[config.mk]
export PLATFORM = sky130hd
export DESIGN_NAME = cpu
export DESIGN_NICKNAME = d
export VERILOG_FILES = /design/src/rtl/cpu.sv
export SDC_FILE = /design/constraint.sdc
export NUM_CORES = 1
export LEC_CHECK = 0
export ABC_AREA = 1
export ABC_CLOCK_PERIOD_IN_PS = 3050
export BUFFER_PORTS_ARGS = -buffer_cell sky130_fd_sc_hd__buf_2
export CORE_ASPECT_RATIO = 0.6
export CORE_MARGIN = 2
export CORE_UTILIZATION = 35
export CTS_CLUSTER_SIZE = 8
export DETAILED_ROUTE_END_ITERATION = 12
export HOLD_SLACK_MARGIN = 0.02
export MAX_ROUTING_LAYER = met4
export PLACE_DENSITY_LB_ADDON = 0.2
export SETUP_SLACK_MARGIN = 0.05
export SYNTH_ARGS = -nofsm -noshare
export SYNTH_HDL_FRONTEND = slang
export SYNTH_SLANG_ARGS = --single-unit
[constraint.sdc]
create_clock -name clk -period 3.05 [get_ports clk]
set_input_delay 0.1525 -clock clk [delete_from_list [all_inputs] [get_ports clk]]
set_output_delay 0.1525 -clock clk [all_outputs]
set_load 0.005 [all_outputs]
[src/rtl/cpu.sv]
// cpu: 8-bit accumulator CPU with six T-states per instruction and a shared 16x8 program/data RAM.
// Optional: define CPU_JN_EN to make opcode 9 a jump-if-negative (JN); otherwise opcode 9 is a NOP.
module cpu_register #(
    parameter int W = 8
) (
    input  logic         clk,
    input  logic         rst_n,
    input  logic         load,
    input  logic [W-1:0] d,
    output logic [W-1:0] latched_data
);
    logic [W-1:0] data_q, data_d;

    // Next value: load or hold.
    always_comb begin
        if (load) data_d = d;
        else      data_d = data_q;
    end

    // State register.
    always_ff @(posedge clk or negedge rst_n) begin
        if (!rst_n) data_q <= {W{1'b0}};
        else        data_q <= data_d;
    end

    assign latched_data = data_q;
endmodule

module cpu_program_counter #(
    parameter int W = 4
) (
    input  logic         clk,
    input  logic         rst_n,
    input  logic         load,
    input  logic         inc,
    input  logic [W-1:0] d,
    output logic [W-1:0] counter_out
);
    logic [W-1:0] pc_q, pc_d;

    // Next PC: jump target, increment (natural wrap), or hold.
    always_comb begin
        if (load)     pc_d = d;
        else if (inc) pc_d = pc_q + {{(W-1){1'b0}}, 1'b1};
        else          pc_d = pc_q;
    end

    // State register.
    always_ff @(posedge clk or negedge rst_n) begin
        if (!rst_n) pc_q <= {W{1'b0}};
        else        pc_q <= pc_d;
    end

    assign counter_out = pc_q;
endmodule

module cpu_ram #(
    parameter int DW = 8,
    parameter int AW = 4
) (
    input  logic          clk,
    input  logic          we,
    input  logic [AW-1:0] addr,
    input  logic [DW-1:0] wdata,
    output logic [DW-1:0] rdata
);
    // Contents survive reset; they are loaded from outside before the first run.
    logic [DW-1:0] mem [0:(1<<AW)-1];

    // Synchronous write port.
    always_ff @(posedge clk) begin
        if (we) mem[addr] <= wdata;
    end

    assign rdata = mem[addr];
endmodule

module cpu #(
    parameter int DATA_WIDTH = 8,
    parameter int ADDR_WIDTH = 4
) (
    input  logic                  clk,
    input  logic                  reset,
    output logic [DATA_WIDTH-1:0] out_val,
    output logic                  flag_zero_o,
    output logic                  flag_carry_o,
    output logic                  flag_negative_o
);
    typedef enum logic [2:0] {
        T0 = 3'd0, T1 = 3'd1, T2 = 3'd2, T3 = 3'd3, T4 = 3'd4, T5 = 3'd5
    } tstate_e;

    localparam logic [3:0] OP_LDA = 4'h1, OP_ADD = 4'h2, OP_SUB = 4'h3, OP_STA = 4'h4;
    localparam logic [3:0] OP_LDI = 4'h5, OP_JMP = 4'h6, OP_JC  = 4'h7, OP_JZ  = 4'h8;
    localparam logic [3:0] OP_JN  = 4'h9, OP_OUT = 4'hE, OP_HLT = 4'hF;

    tstate_e               tstate_q, tstate_d;
    logic [ADDR_WIDTH-1:0] mar_q, mar_d;
    logic [DATA_WIDTH-1:0] ir_q, ir_d;
    logic                  z_q, z_d, c_q, c_d, n_q, n_d;
    logic                  halt_q, halt_d;
    logic                  halt;

    logic [DATA_WIDTH-1:0] a_val, b_val, a_next, ram_rdata;
    logic [ADDR_WIDTH-1:0] pc_val;
    logic [3:0]            opcode, operand;
    logic [DATA_WIDTH:0]   alu_res;
    logic                  a_load, b_load, out_load, pc_load, pc_inc, ram_we, jn_taken;

    assign opcode  = ir_q[7:4];
    assign operand = ir_q[3:0];
    assign halt    = halt_q;

    // ALU: subtraction is A + ~B + 1, so carry-out set means no borrow.
    always_comb begin
        if (opcode == OP_SUB)
            alu_res = {1'b0, a_val} + {1'b0, ~b_val} + {{DATA_WIDTH{1'b0}}, 1'b1};
        else
            alu_res = {1'b0, a_val} + {1'b0, b_val};
    end

`ifdef CPU_JN_EN
    assign jn_taken = (opcode == OP_JN) && n_q;
`else
    assign jn_taken = 1'b0;
`endif

    // T-state sequencer and datapath control; everything holds while halted.
    always_comb begin
        tstate_d = tstate_q;
        mar_d    = mar_q;
        ir_d     = ir_q;
        z_d      = z_q;
        c_d      = c_q;
        n_d      = n_q;
        halt_d   = halt_q;
        a_load   = 1'b0;
        a_next   = alu_res[DATA_WIDTH-1:0];
        b_load   = 1'b0;
        out_load = 1'b0;
        pc_load  = 1'b0;
        pc_inc   = 1'b0;
        ram_we   = 1'b0;
        if (!halt) begin
            case (tstate_q)
                T0: begin tstate_d = T1; mar_d = pc_val; end
                T1: begin tstate_d = T2; ir_d = ram_rdata; pc_inc = 1'b1; end
                T2: begin
                    tstate_d = T3;
                    case (opcode)
                        OP_LDA, OP_ADD, OP_SUB, OP_STA: mar_d = operand;
                        OP_LDI: begin
                            a_load = 1'b1;
                            a_next = {4'b0000, operand};
                            z_d    = (operand == 4'h0);
                            n_d    = 1'b0;
                            c_d    = 1'b0;
                        end
                        OP_JMP:  pc_load = 1'b1;
                        OP_JC:   pc_load = c_q;
                        OP_JZ:   pc_load = z_q;
                        OP_OUT:  out_load = 1'b1;
                        OP_HLT:  halt_d = 1'b1;
                        default: pc_load = jn_taken;
                    endcase
                end
                T3: begin
                    tstate_d = T4;
                    case (opcode)
                        OP_LDA: begin
                            a_load = 1'b1;
                            a_next = ram_rdata;
                            z_d    = (ram_rdata == 8'h00);
                            n_d    = ram_rdata[7];
                            c_d    = 1'b0;
                        end
                        OP_ADD, OP_SUB: b_load = 1'b1;
                        OP_STA:         ram_we = 1'b1;
                        default:        ;
                    endcase
                end
                T4: begin
                    tstate_d = T5;
                    if (opcode == OP_ADD || opcode == OP_SUB) begin
                        a_load = 1'b1;
                        z_d    = (alu_res[DATA_WIDTH-1:0] == 8'h00);
                        n_d    = alu_res[DATA_WIDTH-1];
                        c_d    = alu_res[DATA_WIDTH];
                    end else begin
                        a_load = 1'b0;
                    end
                end
                default: tstate_d = T0;
            endcase
        end else begin
            tstate_d = tstate_q;
        end
    end

    // Controller and flag state.
    always_ff @(posedge clk or negedge reset) begin
        if (!reset) begin
            tstate_q <= T0;
            mar_q    <= {ADDR_WIDTH{1'b0}};
            ir_q     <= {DATA_WIDTH{1'b0}};
            z_q      <= 1'b0;
            c_q      <= 1'b0;
            n_q      <= 1'b0;
            halt_q   <= 1'b0;
        end else begin
            tstate_q <= tstate_d;
            mar_q    <= mar_d;
            ir_q     <= ir_d;
            z_q      <= z_d;
            c_q      <= c_d;
            n_q      <= n_d;
            halt_q   <= halt_d;
        end
    end

    cpu_register #(.W(DATA_WIDTH)) u_register_A (
        .clk(clk), .rst_n(reset), .load(a_load), .d(a_next), .latched_data(a_val));
    cpu_register #(.W(DATA_WIDTH)) u_register_B (
        .clk(clk), .rst_n(reset), .load(b_load), .d(ram_rdata), .latched_data(b_val));
    cpu_register #(.W(DATA_WIDTH)) u_register_OUT (
        .clk(clk), .rst_n(reset), .load(out_load), .d(a_val), .latched_data(out_val));
    cpu_program_counter #(.W(ADDR_WIDTH)) u_program_counter (
        .clk(clk), .rst_n(reset), .load(pc_load), .inc(pc_inc), .d(operand), .counter_out(pc_val));
    cpu_ram #(.DW(DATA_WIDTH), .AW(ADDR_WIDTH)) u_ram (
        .clk(clk), .we(ram_we), .addr(mar_q), .wdata(a_val), .rdata(ram_rdata));

    assign flag_zero_o     = z_q;
    assign flag_carry_o    = c_q;
    assign flag_negative_o = n_q;
endmodule

* After elaboration in Yosys (flattened, before gate mapping)
Memory sizes are Yosys's and may differ from the RTL's. Index checks and enable logic that the tools add are counted.
Operators by class: reduce and logical (&&, ||, !) cells 13, multiplexer cells 45, add/subtract/negate cells 4, equal/unequal tests 18, bitwise operators 2
Operators by type and width (number):
- 1-bit two-way mux | 30
- 8-bit two-way mux | 3
- 8-bit by 8-bit adder with 9-bit output | 2
- 4-bit by 3-bit == test with 1-bit output, second input constant | 4
- 8-bit zero test | 2
- 8-bit one-hot mux with 2 select lines | 1
- 1-bit one-hot mux with 3 select lines | 5
- 3-bit one-hot mux with 5 select lines | 1
- 4-bit == test, second input constant | 3
- 4-bit two-way mux | 3
- 9-bit by 1-bit adder with 9-bit output, second input constant | 1
- 9-bit two-way mux | 1
- 4-bit by 2-bit == test with 1-bit output, second input constant | 2
- 8-bit NOT | 1
- 4-bit one-hot mux with 2 select lines | 1
- 3-bit by 2-bit == test with 1-bit output, second input constant | 2
- 2-bit by 1-bit != test with 1-bit output, second input constant | 3
- 5-bit AND reduction | 1
- 4-bit by 1-bit adder with 4-bit output, second input constant | 1
- 4-bit by 1-bit == test with 1-bit output, second input constant | 1
- 4-bit zero test | 1
- 2-bit nonzero test | 2
- 4-bit OR reduction | 1
- 3-bit by 1-bit == test with 1-bit output, second input constant | 1
- 9 further kinds | 9
Word-level totals: bits in registers 47, memories 1, memory bits (writable) 128, logic and storage cells 94, bits of input ports 2, output and inout bits 11
Memories:
- u_ram.mem | words 16, bits a word 8, rd ports 1, clocked after memory_dff 0, write ports 1, RTL line 68 | logic [DW-1:0] mem [0:(1<<AW)-1];

* Longest topological paths before layout
depth after elaboration 7, gate-level depth with buffers 16, depth with buffers taken out 15

* Modules after synthesis
From an unflattened synthesis, not the netlist that was laid out.
Unflattened totals: cells, all modules 970, area total of the unflattened synthesis 8569.5 µm²
By module, submodules not included:
- cpu_ram | cells each 540, area an instance 5432.7 µm², seq. area each 3843.7 µm², instances 1
- cpu | cells each 301, area an instance 2001.9 µm², seq. area each 475.5 µm², instances 1
- cpu_register | cells each 34, area an instance 305.3 µm², seq. area each 200.2 µm², instances 3
- cpu_program_counter | cells each 27, area an instance 219.0 µm², seq. area each 100.1 µm², instances 1

* Worst setup path before layout
No wires, ideal clock.
path type register -> register, start point reg tstate_q[2], end point mem u_ram.mem[15][0], enable pin, clock period less this slack 2.123 ns, setup time 0.395 ns, data required time 2.655 ns, buffers on the path 0, stages on the path, launching flop included 6, path slack 0.927 ns, data arrival time 1.728 ns, cells stage by stage dfrtp_1 > inv_1 > nand2_1 > nor2_1 > nand2_1 > nor4_1
On the way: cells in the longest elaborated chain, start to end 5
Ends and longest elaborated chain:
- start: declaration | RTL line 97 | tstate_e tstate_q, tstate_d;
- start signal: assignment | RTL line 211 | tstate_q <= tstate_d;
- 3-bit by 2-bit == test with 1-bit output | RTL line 145 | case (tstate_q)
- 1-bit two-way mux | RTL line 145
- 1-bit two-way mux | RTL line 144 | if (!halt) begin
- 1-bit two-way mux | RTL line 72 | if (we) mem[addr] <= wdata;
- 1-bit two-way mux (implied by the code) | RTL line 72
- end: declaration | RTL line 68
No other way between the ends.

* Worst setup path in the final report
start point reg u_register_A.data_q[0] (netlist: u_register_A.latched_data[0]), end point reg c_q (netlist: flag_carry_o)
On the way: cells in the longest elaborated chain, start to end 5, elaborated cells on any way between the ends 6, those cells by class add/sub: 3; mux: 3
Ends and longest elaborated chain:
- start: declaration | RTL line 12 | logic [W-1:0] data_q, data_d;
- start signal: assignment | RTL line 22 | if (!rst_n) data_q <= {W{1'b0}};
- start signal: assignment | RTL line 23 | else data_q <= data_d;
- 8-bit by 8-bit adder with 9-bit output | RTL line 117 | alu_res = {1'b0, a_val} + {1'b0, ~b_val} + {{DATA_WIDTH{1'b0}}, 1'b1};
- 9-bit by 1-bit adder with 9-bit output | RTL line 117
- 9-bit two-way mux (*) | RTL line 116 | if (opcode == OP_SUB)
- 1-bit two-way mux (*) | RTL line 184 | if (opcode == OP_ADD || opcode == OP_SUB) begin
- 1-bit one-hot mux with 3 select lines (*) | RTL line 145
- end signal: assignment | RTL line 207 | c_q <= 1'b0;
- end signal: assignment | RTL line 215 | c_q <= c_d;
- end: declaration | RTL line 100 | logic z_q, z_d, c_q, c_d, n_q, n_d;
Every way passes the cells marked *; elsewhere a longest branch is shown, timed or not. The select of a mux whose other input is x is not followed. A chain may end at the register's enable or synchronous reset.

==> flow_metrics.tcl <==
set metrics [dict create \
    first_pass_iters 5 \
    synthToLayoutAreaGrowth_pct 13.8 \
    clkSinkCount 175 \
    fin_crit_ns 2.50 \
    grt_setup_unrepaired "no" \
    multi_input_area_um2 2840 \
    max_freq_ghz 0.400 \
    final-seq-area_um2 5020 \
    syn_nets 909 \
    die_height_um 123 \
    grt_busiest_layer "met1" \
    clkSlewWorstSetupHoldPaths_ns 0.07 \
    status "finished, final reports clean" \
    drc 0 \
    crit_type "register to register" \
    tightest_slew_ns 0.961 \
    synth_warnings 0 \
    syn_inst 887 \
    post_cts_resized 0 \
    diodes 0 \
    finalSetupViolations 0 \
    critPathMaxFanout 18 \
    hpwl_um 16500 \
    drive_gt1_share_pct 11.1 \
    cts-root-buf "clkbuf_16" \
    rows 43 \
    avgSynthCellArea_um2 9.33 \
    slowest_delay_ns 0.60 \
    overflow 0 \
    wl_per_cell_um 18.6 \
    layout_common_cells "nand2_1 (379), edfxtp_1 (128), nor2_1 (63)" \
    grt.met2_usage_pct 23.7 \
    die_w_um 203 \
    synthFlopType "edfxtp_1" \
    nNetsFinal 956 \
    worstPathRequired_ns 3.37 \
    cts_tree "yes" \
    grt_max_degree 34 \
    place_congestion 0.905 \
    use_met3_pct 5.93 \
    grt_pass1_wl_um 35400 \
    pwr_density_cell_nw_per_um2 485 \
    finalCritPeriodShare_pct 81.9 \
    async_flop_share_pct 26.9 \
    cts.path.max_buffers 2 \
    initial_core_util_pct 35.8 \
    drtIter0Drc 567 \
    synth-edff-count 128 \
    cp.arrival_ns 2.82 \
    final_common_cell "nand2_1" \
    cts-buffers-inserted 17 \
    finalHoldViolCount 0 \
    fp.coreArea_um2 23100 \
    fin_tns_setup_ns 0 \
    grt_pass1_vias 5681 \
    portBuffers 12 \
    io_pins 13 \
    cp_slowest_cell "dfrtp_1" \
    ir_worst_vdd_v 0.000379 \
    path_cells "inv_1 -> ha_1 -> inv_1 -> fa_1 -> nand2_1 -> nand3_1 -> a21oi_1 -> o21ai_0 -> nand3_1 -> o21ai_1" \
    vias 6230 \
    hold_class "input pin to asynchronous set/reset pin" \
    drv_slew 0 \
    syn_area_um2 8280 \
    p_leak_nw 3.95 \
    skew_ns 0.0103 \
    ys_ff_latch 175 \
    relSlewSlack_pct 35.7 \
    synthDistinctLibCells 39 \
    grt_use_total_pct 20.2 \
    cp-start-kind "register" \
    ys_seq_area_share_pct 60.6 \
    viasPerCell 4.94 \
    worst_hold_slack_ns 0.355 \
    die_area_um2 24900 \
    use_met1_pct 32.6 \
    drv_cap 0 \
    ant_nets 0 \
    cp-end-kind "register" \
    wirelength_um 23500 \
    antenna_found_initial 0 \
    nFillCells 2320 \
    htreeDepth 4 \
    clock_latency_ns 0.44 \
]
where the power goes:
| part | total [mW] | internal, mW | switching [mW] |
|---|---|---|---|
| sequential | 2.53 | 2.53 | 0 |
| clock | 2.03 | 1.11 | 0.923 |
| combinational | 0.0155 | 0.00211 | 0.0134 |
| total | 4.57 | 3.64 | 0.937 |
repair_timing:
item	CTS	global route
setup buffers	0	0
endpoints found under the hold margin	32	0
hold buffers	1	0
sequential cells by signal, summed over array words and instances, names as in the netlist:
signal / count
u_register_B.latched_data: 8
ir_q: 8
u_register_A.latched_data: 8
flag_carry_o: 1
u_register_OUT.latched_data: 8
tstate_q: 3
u_ram.mem: 128
flag_negative_o: 1
u_program_counter.counter_out: 4
halt: 1
flag_zero_o: 1
mar_q: 4
through the flow:
step	instance area, um2	instances	utilization (%)	power (mW)	setup slack [ns]
after floorplan	8280	887	-	2.58	0.927
after global placement	8880	1229	38.4	2.59	0.630
after detailed placement	8880	1229	38.4	2.59	0.593
after CTS	9430	1262	40.7	4.62	0.583
after global routing	9430	1262	40.7	4.70	0.372
final	9430	1262	40.7	4.57	0.551
cell usage after synthesis (2+ instances only):
cell,number,share of area [%]
xnor2_1,2,0.21
nor2_1,63,2.9
o221ai_1,2,0.21
nand3_1,43,2.6
edfxtp_1,128,46
buf_6,5,0.68
nor3_2,2,0.24
nor4_1,2,0.15
o22ai_1,6,0.45
inv_2,8,0.36
clkbuf_1,8,0.36
inv_1,58,2.6
nand2_1,379,17
o21ai_0,27,1.6
dfrtp_1,47,14
ha_1,18,2.7
fa_1,2,0.48
buf_4,2,0.18
nor2_2,5,0.38
nor3_1,3,0.18
o211ai_1,5,0.45
nand4_1,10,0.76
a22oi_1,3,0.27
buf_2,11,0.66
a21oi_1,21,1.3
inv_4,2,0.15
nand2_2,2,0.15
mux2_2,4,0.54
o21ai_1,9,0.54
layer usage:
layer	wire length (um)	share of wire, %	vias up
met1	12800	55	2970
met3	2140	9.1	14
li1	-	-	3008
met4	177	0.75	0
met5	0	0	-
met2	8360	36	238
worst paths after layout:
| path | depth (start not counted) | startpoint | slack [ns] | endpoint |
|---|---|---|---|---|
| worst max register to register | 10 | u_register_A.latched_data[0] | 0.55 | flag_carry_o |
| worst min register to register | 2 | ir_q[1] | 0.49 | ir_q[1] |
| worst min-delay path | 2 | reset | 0.36 | ir_q[1] |
| worst max-delay path | 10 | u_register_A.latched_data[0] | 0.55 | flag_carry_o |
| max in group asynchronous | 3 | reset | 1.96 | u_register_B.latched_data[5] |
| min in group clk | 2 | ir_q[1] | 0.49 | ir_q[1] |
worst max-delay path: cells and delay by family, from the launching register on:
kind	cells	cell delay [ns]
flops	1	0.60
buf+inv	2	0.28
simple gates	3	0.35
fa+ha+maj	2	0.57
compound gates	3	0.57
kinds of logic (layout without fill, tap and decap cells):
family / Yosys count / in the layout / synth area share (%)
compound gates: 77 / 77 / 5.23
xor+xnor: 3 / 3 / 0.317
fa+ha+maj: 20 / 20 / 3.20
buf+inv: 94 / 154 / 5.03
flops: 175 / 175 / 60.6
mux: 5 / 5 / 0.680
simple gates: 513 / 513 / 24.9
cell type report:
cell class                      instances  area share, %
Sequential cell                       175           53.3
Multi-Input combinational cell        618           30.2
Clock buffer                           19           4.59
Tap cell                              315           4.18
Timing Repair Buffer                   54           4.01
Inverter                               68           2.76
Clock inverter                         13           1.04
Power figures use the tool's default switching activity.
